==> src/rtl/uart_pkg.sv <==
// Shared definitions for the UART receiver: FSM state encoding, legal
// oversampling ratios and the default frame data width.
package uart_pkg;

  localparam int DATA_W_DEF = 8;
  localparam int PRESCALE_W = 6;
  localparam int EDGE_W     = 5;

  localparam logic [PRESCALE_W-1:0] PRESCALE_8  = 6'd8;
  localparam logic [PRESCALE_W-1:0] PRESCALE_16 = 6'd16;
  localparam logic [PRESCALE_W-1:0] PRESCALE_32 = 6'd32;

  localparam logic [2:0] ENC_IDLE   = 3'd0;
  localparam logic [2:0] ENC_START  = 3'd1;
  localparam logic [2:0] ENC_DATA   = 3'd2;
  localparam logic [2:0] ENC_PARITY = 3'd3;
  localparam logic [2:0] ENC_STOP   = 3'd4;

  typedef enum logic [2:0] {
    IDLE   = ENC_IDLE,
    START  = ENC_START,
    DATA   = ENC_DATA,
    PARITY = ENC_PARITY,
    STOP   = ENC_STOP
  } rx_state_e;

  // Anything other than a supported ratio falls back to 8x oversampling.
  function automatic logic [PRESCALE_W-1:0] legal_prescale(input logic [PRESCALE_W-1:0] p);
    case (p)
      PRESCALE_16: return PRESCALE_16;
      PRESCALE_32: return PRESCALE_32;
      default:     return PRESCALE_8;
    endcase
  endfunction

endpackage

==> src/rtl/uart_rx_edge_bit_cnt.sv <==
// Oversample edge counter and frame bit counter. edge_cnt wraps at P-1
// (end of bit) and bit_cnt advances on that wrap.
module uart_rx_edge_bit_cnt
  import uart_pkg::*;
#(
  parameter int BIT_W = 4
) (
  input  logic                  clk,
  input  logic                  ARSTn,
  input  logic                  cnt_en,
  input  logic                  cnt_clr,
  input  logic [PRESCALE_W-1:0] prescale,
  output logic [EDGE_W-1:0]     edge_cnt,
  output logic [BIT_W-1:0]      bit_cnt,
  output logic                  eob
);

  logic [EDGE_W-1:0] edge_cnt_reg;
  logic [BIT_W-1:0]  bit_cnt_reg;

  assign eob      = ({1'b0, edge_cnt_reg} == (prescale - 6'd1));
  assign edge_cnt = edge_cnt_reg;
  assign bit_cnt  = bit_cnt_reg;

  always_ff @(posedge clk or negedge ARSTn) begin
    if (!ARSTn) begin
      edge_cnt_reg <= '0;
      bit_cnt_reg  <= '0;
    end else if (cnt_clr) begin
      edge_cnt_reg <= '0;
      bit_cnt_reg  <= '0;
    end else if (cnt_en) begin
      if (eob) begin
        edge_cnt_reg <= '0;
        bit_cnt_reg  <= bit_cnt_reg + 1'b1;
      end else begin
        edge_cnt_reg <= edge_cnt_reg + 1'b1;
      end
    end
  end

endmodule

==> src/rtl/uart_rx_ctrl.sv <==
// UART receive frame sequencer: RX FSM, latched frame configuration, error
// flag and registered enables for the sampler, checkers and deserializer.
module uart_rx_ctrl
  import uart_pkg::*;
#(
  parameter  int DATA_W = DATA_W_DEF,
  localparam int BIT_W  = $clog2(DATA_W + 3)
) (
  input  logic                  clk,
  input  logic                  ARSTn,
  input  logic                  RX_IN,
  input  logic                  PAR_EN,
  input  logic [PRESCALE_W-1:0] Prescale,
  input  logic                  strt_glitch,
  input  logic                  par_err,
  input  logic                  stp_err,
  output logic [EDGE_W-1:0]     edge_cnt,
  output logic [BIT_W-1:0]      bit_cnt,
  output logic                  dat_samp_en,
  output logic                  strt_chk_en,
  output logic                  par_chk_en,
  output logic                  stp_chk_en,
  output logic                  deser_en,
  output logic                  data_valid
);

  rx_state_e             state_reg, state_next;
  logic [PRESCALE_W-1:0] p_reg;
  logic                  par_en_reg;
  logic                  err_reg;
  logic                  dat_samp_en_reg, strt_chk_en_reg, par_chk_en_reg, stp_chk_en_reg;
  logic                  deser_en_reg, data_valid_reg;
  logic                  eob, cnt_en, cnt_clr, cfg_latch;
  logic [EDGE_W-1:0]     mid;

  assign mid = p_reg[PRESCALE_W-1:1] + 5'd2;

  // Counters are cleared on the same edge that enters IDLE or restarts a
  // back-to-back frame, so a new frame always starts at edge 0 / bit 0.
  assign cnt_en    = (state_reg != IDLE);
  assign cnt_clr   = (state_next == IDLE) || ((state_reg == STOP) && eob);
  assign cfg_latch = (state_next == START) && (state_reg != START);

  uart_rx_edge_bit_cnt #(
    .BIT_W (BIT_W)
  ) u_cnt (
    .clk      (clk),
    .ARSTn    (ARSTn),
    .cnt_en   (cnt_en),
    .cnt_clr  (cnt_clr),
    .prescale (p_reg),
    .edge_cnt (edge_cnt),
    .bit_cnt  (bit_cnt),
    .eob      (eob)
  );

  always_ff @(posedge clk or negedge ARSTn) begin
    if (!ARSTn) state_reg <= IDLE;
    else        state_reg <= state_next;
  end

  always_comb begin
    state_next = state_reg;
    case (state_reg)
      IDLE:   if (!RX_IN) state_next = START;
      START:  if (eob) state_next = strt_glitch ? IDLE : DATA;
      DATA:   if (eob && (bit_cnt == BIT_W'(DATA_W))) state_next = par_en_reg ? PARITY : STOP;
      PARITY: if (eob) state_next = STOP;
      STOP:   if (eob) state_next = RX_IN ? IDLE : START;
      default: state_next = IDLE;
    endcase
  end

  always_ff @(posedge clk or negedge ARSTn) begin
    if (!ARSTn) begin
      p_reg           <= PRESCALE_8;
      par_en_reg      <= 1'b0;
      err_reg         <= 1'b0;
      dat_samp_en_reg <= 1'b0;
      strt_chk_en_reg <= 1'b0;
      par_chk_en_reg  <= 1'b0;
      stp_chk_en_reg  <= 1'b0;
      deser_en_reg    <= 1'b0;
      data_valid_reg  <= 1'b0;
    end else begin
      dat_samp_en_reg <= (state_next != IDLE);
      strt_chk_en_reg <= (state_next == START);
      par_chk_en_reg  <= (state_next == PARITY);
      stp_chk_en_reg  <= (state_next == STOP);
      deser_en_reg    <= (state_reg == DATA) && (edge_cnt == mid);
      data_valid_reg  <= (state_reg == STOP) && eob && !(stp_err || err_reg);
      // A parity error from one frame must not leak into a back-to-back successor.
      if ((state_reg == IDLE) || (state_next == START))
        err_reg <= 1'b0;
      else if ((state_reg == PARITY) && eob && par_err)
        err_reg <= 1'b1;
      if (cfg_latch) begin
        p_reg      <= legal_prescale(Prescale);
        par_en_reg <= PAR_EN;
      end
    end
  end

  assign dat_samp_en = dat_samp_en_reg;
  assign strt_chk_en = strt_chk_en_reg;
  assign par_chk_en  = par_chk_en_reg;
  assign stp_chk_en  = stp_chk_en_reg;
  assign deser_en    = deser_en_reg;
  assign data_valid  = data_valid_reg;

endmodule
==> config.mk <==
export PLATFORM = sky130hd
export DESIGN_NAME = uart_rx_ctrl
export DESIGN_NICKNAME = d
export VERILOG_FILES = /design/src/rtl/uart_pkg.sv /design/src/rtl/uart_rx_edge_bit_cnt.sv /design/src/rtl/uart_rx_ctrl.sv
export SDC_FILE = /design/constraint.sdc
export NUM_CORES = 1
export LEC_CHECK = 0
export ABC_AREA = 1
export ABC_CLOCK_PERIOD_IN_PS = 2600
export CORE_UTILIZATION = 50
export DETAILED_ROUTE_END_ITERATION = 8
export GPL_TIMING_DRIVEN = 0
export PLACE_DENSITY = 0.79
export SETUP_SLACK_MARGIN = 0.2
export SLEW_MARGIN = 20
export SYNTH_ARGS = -nofsm -noshare
export SYNTH_HDL_FRONTEND = slang
export SYNTH_SLANG_ARGS = --single-unit
==> constraint.sdc <==
create_clock -name clk -period 2.6 [get_ports clk]
set_input_delay 0.52 -clock clk [delete_from_list [all_inputs] [get_ports clk]]
set_output_delay 0.52 -clock clk [all_outputs]
set_load 0.02 [all_outputs]
==> Yosys cells after proc, flatten, opt, wreduce, memory -nomap -nowiden <==
Cells that the tools add are included.
{ "op_classes": {"n_addsub": 4, "n_eq_ne": 13, "muxes": 18, "reduce_logical": 19} }
{ "ops": {"columns": ["operator", "count"], "rows": [
  ["3-bit 2-to-1 mux", 6],
  ["5-bit 2-to-1 mux", 3],
  ["3-bit case mux with 5 select lines", 1],
  ["4-bit 2-to-1 mux", 3],
  ["6-bit case mux with 2 select lines", 1],
  ["3-bit by 2-bit equality test with 1-bit output, second input constant", 3],
  ["1-bit logical AND", 7],
  ["3-bit by 1-bit equality test with 1-bit output, second input constant", 2],
  ["3-bit equality test, second input constant", 2],
  ["5-bit by 6-bit equality test with 1-bit output", 1],
  ["6-bit by 5-bit equality test with 1-bit output, second input constant", 1],
  ["6-bit equality test, second input constant", 1],
  ["3-bit zero test", 2],
  ["2-bit nonzero test", 3],
  ["3-bit nonzero test", 2],
  ["6-bit by 1-bit subtractor with 6-bit output, second input constant", 1],
  ["5-bit by 1-bit adder with 5-bit output, second input constant", 1],
  ["5-bit by 2-bit adder with 5-bit output, second input constant", 1],
  ["5-bit equality test", 1],
  ["4-bit by 1-bit adder with 4-bit output, second input constant", 1],
  ["4-bit equality test, second input constant", 1],
  ["1-bit logical OR", 3],
  ["1-bit 2-to-1 mux", 3],
  ["3-bit by 1-bit != test with 1-bit output, second input constant", 1],
  ["3 further kinds", 3]
]} }
{ "totals": {"ff_bits": 26, "in_bits": 13, "out_inout_bits": 15, "wordCells": 66} }

==> Depth between registers and ports, before layout <==
Gate-level depths: netlist of the first run.
{ "logic_depth": {"word_depth": 9, "ltp_mapped": 16, "depth_no_buf": 15} }

==> By module <==
From an unflattened synthesis of the first run, not the netlist that was laid out.
{ "hier_totals": {"hier_cells": 200, "area_unflattened_um2": 1511.4} }
{ "by_module_without_submodules": {"columns": ["module", "instances", "cells_per_inst", "area_per_inst_um2"], "rows": [
  ["uart_rx_edge_bit_cnt", 1, 101, 759.5],
  ["uart_rx_ctrl", 1, 99, 752.0]
]} }

==> Worst setup path before layout of the first run <==
Ideal clock, no wire load.
{ "synth_path": {"path_type": "reg-to-reg", "start": "register p_reg[3]", "end": "register u_cnt.bit_cnt_reg[2] (netlist: u_cnt.bit_cnt[2])", "setup_time_ns": 0.066, "arrival_ns": 1.990, "t_required_ns": 2.534, "path_slack_ns": 0.544, "stages_incl_launch_ff": 13, "path_buffers": 1, "synth_period_minus_slack_ns": 2.056, "path_cell_list": "dfstp_2 -> inv_1 -> ha_1 -> nand2_1 -> nand3_4 -> nor2_4 -> nand2_4 -> a21oi_4 -> nor2_2 -> nand2_2 -> buf_6 -> nand3_1 -> nand2_1"} }
{ "synth_via": {"elab_chain_cells": 9, "elab_cells_between_ends": 15, "cone_classes": "1 x add/sub; 1 x eq/ne; 6 x mux; 7 x reduce/logical"} }
{ "synth_lines": {"columns": ["element", "line_no", "text"], "rows": [
  ["start: declaration", "uart_rx_ctrl.sv:28", "logic [PRESCALE_W-1:0] p_reg;"],
  ["start signal: assignment", "uart_rx_ctrl.sv:98", "p_reg <= legal_prescale(Prescale);"],
  ["6-bit by 1-bit subtractor with 6-bit output *", "uart_rx_edge_bit_cnt.sv:21", "assign eob = ({1'b0, edge_cnt_reg} == (prescale - 6'd1));"],
  ["5-bit by 6-bit equality test with 1-bit output *", "uart_rx_edge_bit_cnt.sv:21", null],
  ["1-bit logical AND", "uart_rx_ctrl.sv:67", "DATA: if (eob && (bit_cnt == BIT_W'(DATA_W))) state_next = par_en_reg ? PARITY : STOP;"],
  ["3-bit 2-to-1 mux", "uart_rx_ctrl.sv:67", null],
  ["3-bit case mux with 5 select lines", "uart_rx_ctrl.sv:64", "case (state_reg)"],
  ["3-bit zero test", "uart_rx_ctrl.sv:41", "assign cnt_clr = (state_next == IDLE) || ((state_reg == STOP) && eob);"],
  ["1-bit logical OR", "uart_rx_ctrl.sv:41", null],
  ["2-bit nonzero test (no line)", null, null],
  ["2-bit AND reduction (no line)", null, null],
  ["end signal: assignment", "uart_rx_edge_bit_cnt.sv:35", "bit_cnt_reg <= bit_cnt_reg + 1'b1;"],
  ["end: declaration", "uart_rx_edge_bit_cnt.sv:19", "logic [BIT_W-1:0] bit_cnt_reg;"]
]} }
Mark *: on every way between the ends. The rest lies on a longest branch, timed or not.
A chain may end at the register's enable or synchronous reset.

==> Final worst setup path of the first run <==
{ "layout_path": {"start": "register p_reg[3]", "end": "register u_cnt.bit_cnt_reg[3] (netlist: u_cnt.bit_cnt[3])"} }
Same word-level chain as after synthesis.

==> summary.md, run 1 <==
| Metric | Value |
|---|---|
| Final Non-Filler Cells | 227 |
| Reg2Reg Setup Slack | 0.40 ns |
| Largest cells by area after synthesis | dfrtp_1, nand2_1, inv_1 |
| Drt first pass iters | 4 |
| Post-Syn Area | 0.00131 mm^2 |
| WL final | 2850 um |
| FP Rows | 18 |
| Busiest grt layer | met2 |
| # DRC | 0 |
| Yosys top cell by area | dfrtp_1 |
| Initial Utilization | 0.529 |
| Max Slew Vio Count | 0 |
| Post-Syn Nets | 181 |
| Setup TNS | 0 ns |
| R2r worst-path depth | 13 |
| Synthesis-to-layout area growth | 28.3% |
| Yosys top cell area share | 0.420 |
| Die footprint | 0.00283 mm^2 |
| # hold bufs at CTS | 0 |
| Crit Reg-Reg Endpoint | u_cnt.bit_cnt[3] |
| EDFF count, synth | 0 |
| Synth cell count leaders | nand2_1, inv_1, dfrtp_1, nor2_1, nand3_1 |
| Fraction of layout cells with a size suffix above 1 | 0.122 |
| Critical Path RT | 2.86 ns |
| Die H | 53.2 um |
| Xor and xnor area share after synthesis | 0.0201 |
| CP max FO | 10 |
| Register area share after synthesis | 0.440 |
| Global route total overflow | 0 |
| Antenna violations before repair | 0 |
| Grt met3 use | 0.0431 |
| F_max | 0.455 GHz |
| Worst setup path end | u_cnt.bit_cnt[3] |
| Die X | 53.2 um |
| Critical path type | register to register |
| Max VDD drop | 571 uV |
| Status | finished, final reports clean |
| Global-route wire length before repair | 4850 um |
| Worst R2R Start | p_reg[3] |
| GRT met1 Usage | 0.302 |
| Max transition margin | 0.653 |
| Leak pwr | 0.000827 uW |
| PD cells | 997 mW/mm^2 |
| Setup ws final | 0.404 ns |
| Post-DR vias/cell | 5.20 |
| Htree depth | 1 |
| Main synth FF type | dfrtp_1 |
| Final net count | 216 |
| Worst-Margin Slew | 0.517 ns |
| Max FFs per register | 5 |
| Crit path capture type | register |
| MaxCap Viol Count | 0 |
| Largest family of logic cells by synthesized area | simple AND/OR/NAND/NOR gates |
| Skew-Pair Late Insertion Delay | 0.31 ns |
| PortBufs | 27 |
| Fillers | 217 |
| Asr flop ratio synth | 1.00 |
| Placer's final routability congestion estimate | 0.841 |
| Avg WL per Cell | 12.6 um |
| DP HPWL | 2200 um |
| Clock skew | 0.00669 ns |
| TritonCTS Buffers | 3 |
| Syn_area_per_cell | 8.04 um^2 |
| Clk slew on worst S/H paths | 0.13 ns |
| Simple-gate share of the synthesized area | 0.344 |
| RSZ-0062 raised after global routing | no |
| Post-Layout Inst Area | 0.00168 mm^2 |
| Vias in the first global route | 1093 |
| DP Area | 0.00162 mm^2 |
| Worst Hold Class | primary input to asynchronous set/reset pin |
| Worst setup SP type | register |
| Critical Path Start | p_reg[3] |
| Antenna diodes | 0 |
| Post-synthesis mux area share | 0 |
| CTS Buffer Depth | 2 |
| Via count | 1180 |
| Largest net degree at the start of global routing | 24 |
| Final hold vios | 0 |
| Netlist cell types | 32 |
| Compound-Gate Fraction of Synth Area | 0.0640 |
| Met2 GRT Util | 0.405 |
| Clk sinks | 23 |
| Placed cells | 220 |
| Cells after Synth | 163 |
| Setup WS pre-CTS | 0.274 ns |
| Minimum clock period | 2.20 ns |
| Global Route Usage Sum | 0.239 |
| Root buffer cell | clkbuf_4 |
| Post-synthesis register bit count | 23 |
| CTS tree | done |
| Crit path DAT | 2.45 ns |
| Setup-failing EPs final | 0 |
| Core Area | 0.00248 mm^2 |
| Initial DRC count | 24 |
| Synth warn | 0 |
| Final worst path period share | 0.845 |
| Total power | 1680 uW |
| Antenna-violating nets left | 0 |
| Adder-Cell Fraction of Synth Area | 0.0478 |
| Io pins | 28 |
| Most instantiated library cell after synthesis | nand2_1 |
==> critical path: stages, from the launching register on <==
cell and delay (ns):
dfstp_2 0.56, inv_1 0.11, ha_4 0.29, inv_1 0.04, nand2_2 0.08, nand3_4 0.07, nor2_4 0.20, nand2_4 0.12
a21oi_4 0.19, nor2_2 0.08, nand2_2 0.11, buf_6 0.14, nand4_1 0.09, nand2_1 0.08
==> per-layer routing <==
metal,vias to the layer above,share of wire
li1,595,-
met1,552,0.44
met2,27,0.50
met3,6,0.035
met4,0,0.020
met5,-,0
==> logic make-up after synthesis <==
| family | after synthesis |
|---|---|
| flip-flops | 23 |
| buffers and inverters | 27 |
| adder cells (fa/ha/maj) | 5 |
| AND/OR/NAND/NOR | 93 |
| AO/OA/AOI/OAI | 12 |
| XOR/XNOR | 3 |
==> how the worst min path moves through the flow <==
stage / end / depth (start not counted)
detailed placement: data_valid / 1
finish: deser_en / 1
floorplan: dat_samp_en / 0
global route: deser_en / 1
CTS: data_valid / 1
global placement: data_valid / 1
==> per-stage QoR <==
step / utilization / hold slack (ns)
5_1_grt: 0.678 / 0.184
2_1_floorplan: - / 0.224
4_1_cts: 0.664 / 0.440
6_report: 0.678 / 0.165
3_5_place_dp: 0.653 / 0.422
3_3_place_gp: 0.653 / 0.421
==> repair_timing <==
item,4_1_cts,5_1_grt
setup endpoints to repair,0,8
resized for setup,0,3
buffers inserted,0,3
==> power by group <==
part	internal, uW	switching [uW]	total, uW
Combinational	390	529	919
Clock	57.3	108	165
Sequential	474	117	591
==> cells in the final DEF, fill, tap and decap left out <==
cell and n:
nand2_1 39, clkdlybuf4s50_1 26, inv_1 24, dfrtp_1 22, nor2_1 14, nand3_1 12, nand4_1 7, nor3_1 6
nand2_2 5, o21ai_0 4, ha_1 4, clkbuf_4 3, buf_4 3, clkinv_2 2, o22ai_1 2, xor2_1 2
nor4_1 2, inv_2 1, nand3_4 1, nor2_4 1, and3b_1 1, and2_1 1, nor3_2 1, nand2_4 1
a21oi_4 1, nor2_2 1, buf_6 1, xnor2_1 1, o2111ai_1 1, a211oi_1 1, o21a_1 1, nor3b_1 1
a31oi_1 1, a21oi_1 1, ha_4 1, buf_2 1, dfstp_2 1
==> final cells by class <==
type / count / area (um^2) / share of cell area
Sequential cell: 23 / 577 / 0.343
Inverter: 26 / 98.8 / 0.0588
Multi-Input combinational cell: 113 / 641 / 0.381
Tap cell: 30 / 37.5 / 0.0223
Buffer: 1 / 11.3 / 0.00670
Clock buffer: 3 / 22.5 / 0.0134
Timing Repair Buffer: 30 / 288 / 0.171
Clock inverter: 1 / 5.00 / 0.00298
Power figures use the tool's default switching activity.
==> run 2, diff against run 1 <==
--- a/config.mk
+++ b/config.mk
@@ -6,11 +6,11 @@
 export NUM_CORES = 1
 export LEC_CHECK = 0
 export ABC_AREA = 1
-export ABC_CLOCK_PERIOD_IN_PS = 2600
-export CORE_UTILIZATION = 50
+export ABC_CLOCK_PERIOD_IN_PS = 1900
+export CORE_UTILIZATION = 45
 export DETAILED_ROUTE_END_ITERATION = 8
 export GPL_TIMING_DRIVEN = 0
-export PLACE_DENSITY = 0.79
+export PLACE_DENSITY = 0.75
 export SETUP_SLACK_MARGIN = 0.2
 export SLEW_MARGIN = 20
 export SYNTH_ARGS = -nofsm -noshare
==> constraint.sdc (replaced) <==
create_clock -name clk -period 1.9 [get_ports clk]
set_input_delay 0.38 -clock clk [delete_from_list [all_inputs] [get_ports clk]]
set_output_delay 0.38 -clock clk [all_outputs]
set_load 0.02 [all_outputs]
==> summary.md, run 2 (synthesized netlist as in run 1, its figures left out) <==
| Metric | Value |
|---|---|
| Die footprint | 0.00313 mm^2 |
| CTS tree | done |
| Critical path type | register to register |
| Final worst path period share | 1.12 |
| Crit path capture type | register |
| Root buffer cell | clkbuf_4 |
| Clk sinks | 23 |
| Setup TNS | -2.04 ns |
| Clock skew | 0.00653 ns |
| Max FFs per register | 5 |
| Final net count | 224 |
| Total power | 2690 uW |
| Avg WL per Cell | 14.1 um |
| Global-route wire length before repair | 5330 um |
| Placer's final routability congestion estimate | 0.843 |
| Final hold vios | 0 |
| Vias in the first global route | 1223 |
| TritonCTS Buffers | 3 |
| Minimum clock period | 2.12 ns |
| Max Slew Vio Count | 0 |
| Antenna violations before repair | 0 |
| Post-DR vias/cell | 5.35 |
| Io pins | 28 |
| WL final | 3320 um |
| Setup ws final | -0.223 ns |
| Max transition margin | 0.625 |
| RSZ-0062 raised after global routing | yes |
| Critical Path Start | p_reg[3] |
| CTS Buffer Depth | 2 |
| Initial Utilization | 0.475 |
| Worst R2R Start | p_reg[3] |
| Worst Hold Class | primary input to asynchronous set/reset pin |
| # DRC | 0 |
| FP Rows | 19 |
| Fraction of layout cells with a size suffix above 1 | 0.288 |
| Clk slew on worst S/H paths | 0.13 ns |
| MaxCap Viol Count | 0 |
| F_max | 0.471 GHz |
| Die X | 56.0 um |
| CP max FO | 5 |
| Worst-Margin Slew | 0.558 ns |
| PortBufs | 27 |
| Max VDD drop | 1040 uV |
| Status | finished with violations |
| Fillers | 241 |
| Core Area | 0.00276 mm^2 |
| Final Non-Filler Cells | 236 |
| Htree depth | 1 |
| Die H | 56.0 um |
| Global Route Usage Sum | 0.217 |
| Most frequent cells in the layout | nand2_1, dfrtp_1, inv_1 |
| Worst hold slack | 0.0152 ns |
| Synthesis-to-layout area growth | 43.4% |
| Antenna-violating nets left | 0 |
| Drt first pass iters | 5 |
| Largest net degree at the start of global routing | 24 |
| Global route total overflow | 0 |
| Leak pwr | 0.000960 uW |
| DP HPWL | 2310 um |
| Initial DRC count | 35 |
| Crit path DAT | 2.33 ns |
| Worst setup SP type | register |
| Setup-failing EPs final | 18 |
| Skew-Pair Late Insertion Delay | 0.31 ns |
| Via count | 1263 |
| Violated checks | setup timing |
| Critical Path RT | 2.11 ns |
| Most common cell after layout, fill and taps aside | nand2_1 |
| Placed cells | 221 |
| Antenna diodes | 0 |
| PD cells | 1430 mW/mm^2 |
[run 2: cell types whose count changed in the layout (fill, tap and decap cells not counted), moves of 4 or more]
| cell | delta |
|---|---|
| buf_6 | +5 |
| clkdlybuf4s50_1 | -9 |
| nor2_1 | -4 |
| inv_1 | -6 |
| dlygate4sd2_1 | +8 |
| nand2_4 | +6 |
| nand2_1 | -9 |
[run 2: worst max-delay path: stages (launching register included)]
cell     delay [ns]
dfstp_2        0.58
inv_4          0.05
ha_4           0.28
inv_4          0.04
nand2_4        0.06
nand2_2        0.06
nor2_2         0.10
nand2_2        0.10
nand2_1        0.13
nand3_2        0.12
nor2_4         0.14
nand2_4        0.09
buf_6          0.14
nand4_1        0.07
nand2_1        0.06
[run 2: repair_timing]
action | CTS | global route
gates resized for setup | 33 | 24
setup endpoints to repair | 29 | 22
hold buffers | 0 | 0
gates cloned | 1 | 0
buffers inserted | 7 | 3
pin swaps | 12 | 10
hold endpoints to repair | 0 | 0
[run 2: metrics by stage]
step                area [um^2]   util  worst slack [ns]
floorplan                  1330      -           -0.0618
global placement           1630  0.593            -0.280
detailed placement         1630  0.593            -0.376
CTS                        1770  0.643            -0.234
global route               1880  0.681            -0.313
finish                     1880  0.681            -0.223
[run 2: metal layers]
metal / routed length [um] / track usage / part of all wire / vias to the layer above
li1: - / - / - / 616
met1: 1430 / 0.272 / 0.43 / 594
met2: 1610 / 0.379 / 0.49 / 42
met3: 177 / 0.0395 / 0.053 / 11
met4: 96 / 0.0732 / 0.029 / 0
met5: 0 / 0 / 0 / -
[run 2: path summary, 6_finish.rpt]
kind / endpoint / slack, ns / depth (start not counted)
max: u_cnt.bit_cnt[1] / -0.22 / 14
min: p_reg[5] / 0.02 / 1
max reg2reg: u_cnt.bit_cnt[1] / -0.22 / 14
min reg2reg: data_valid / 0.46 / 1
max in group asynchronous: u_cnt.edge_cnt[3] / 1.51 / 1
min in group clk: data_valid / 0.46 / 1
[run 2: layout make-up]
class / count / area (um^2) / area share
multi-input combinational: 113 / 758 / 0.404
sequential: 23 / 578 / 0.308
timing repair buffer: 38 / 359 / 0.191
inverter: 26 / 106 / 0.0566
tap: 31 / 38.8 / 0.0207
clock buffer: 4 / 26.3 / 0.0140
buffer: 1 / 11.3 / 0.00600
[run 2: power by group]
| part | switching, uW | total, uW | leakage (uW) | internal [uW] |
|---|---|---|---|---|
| registers | 173 | 823 | 0.000293 | 651 |
| clock network | 146 | 228 | 0.0000150 | 82.0 |
| logic | 930 | 1640 | 0.000653 | 707 |
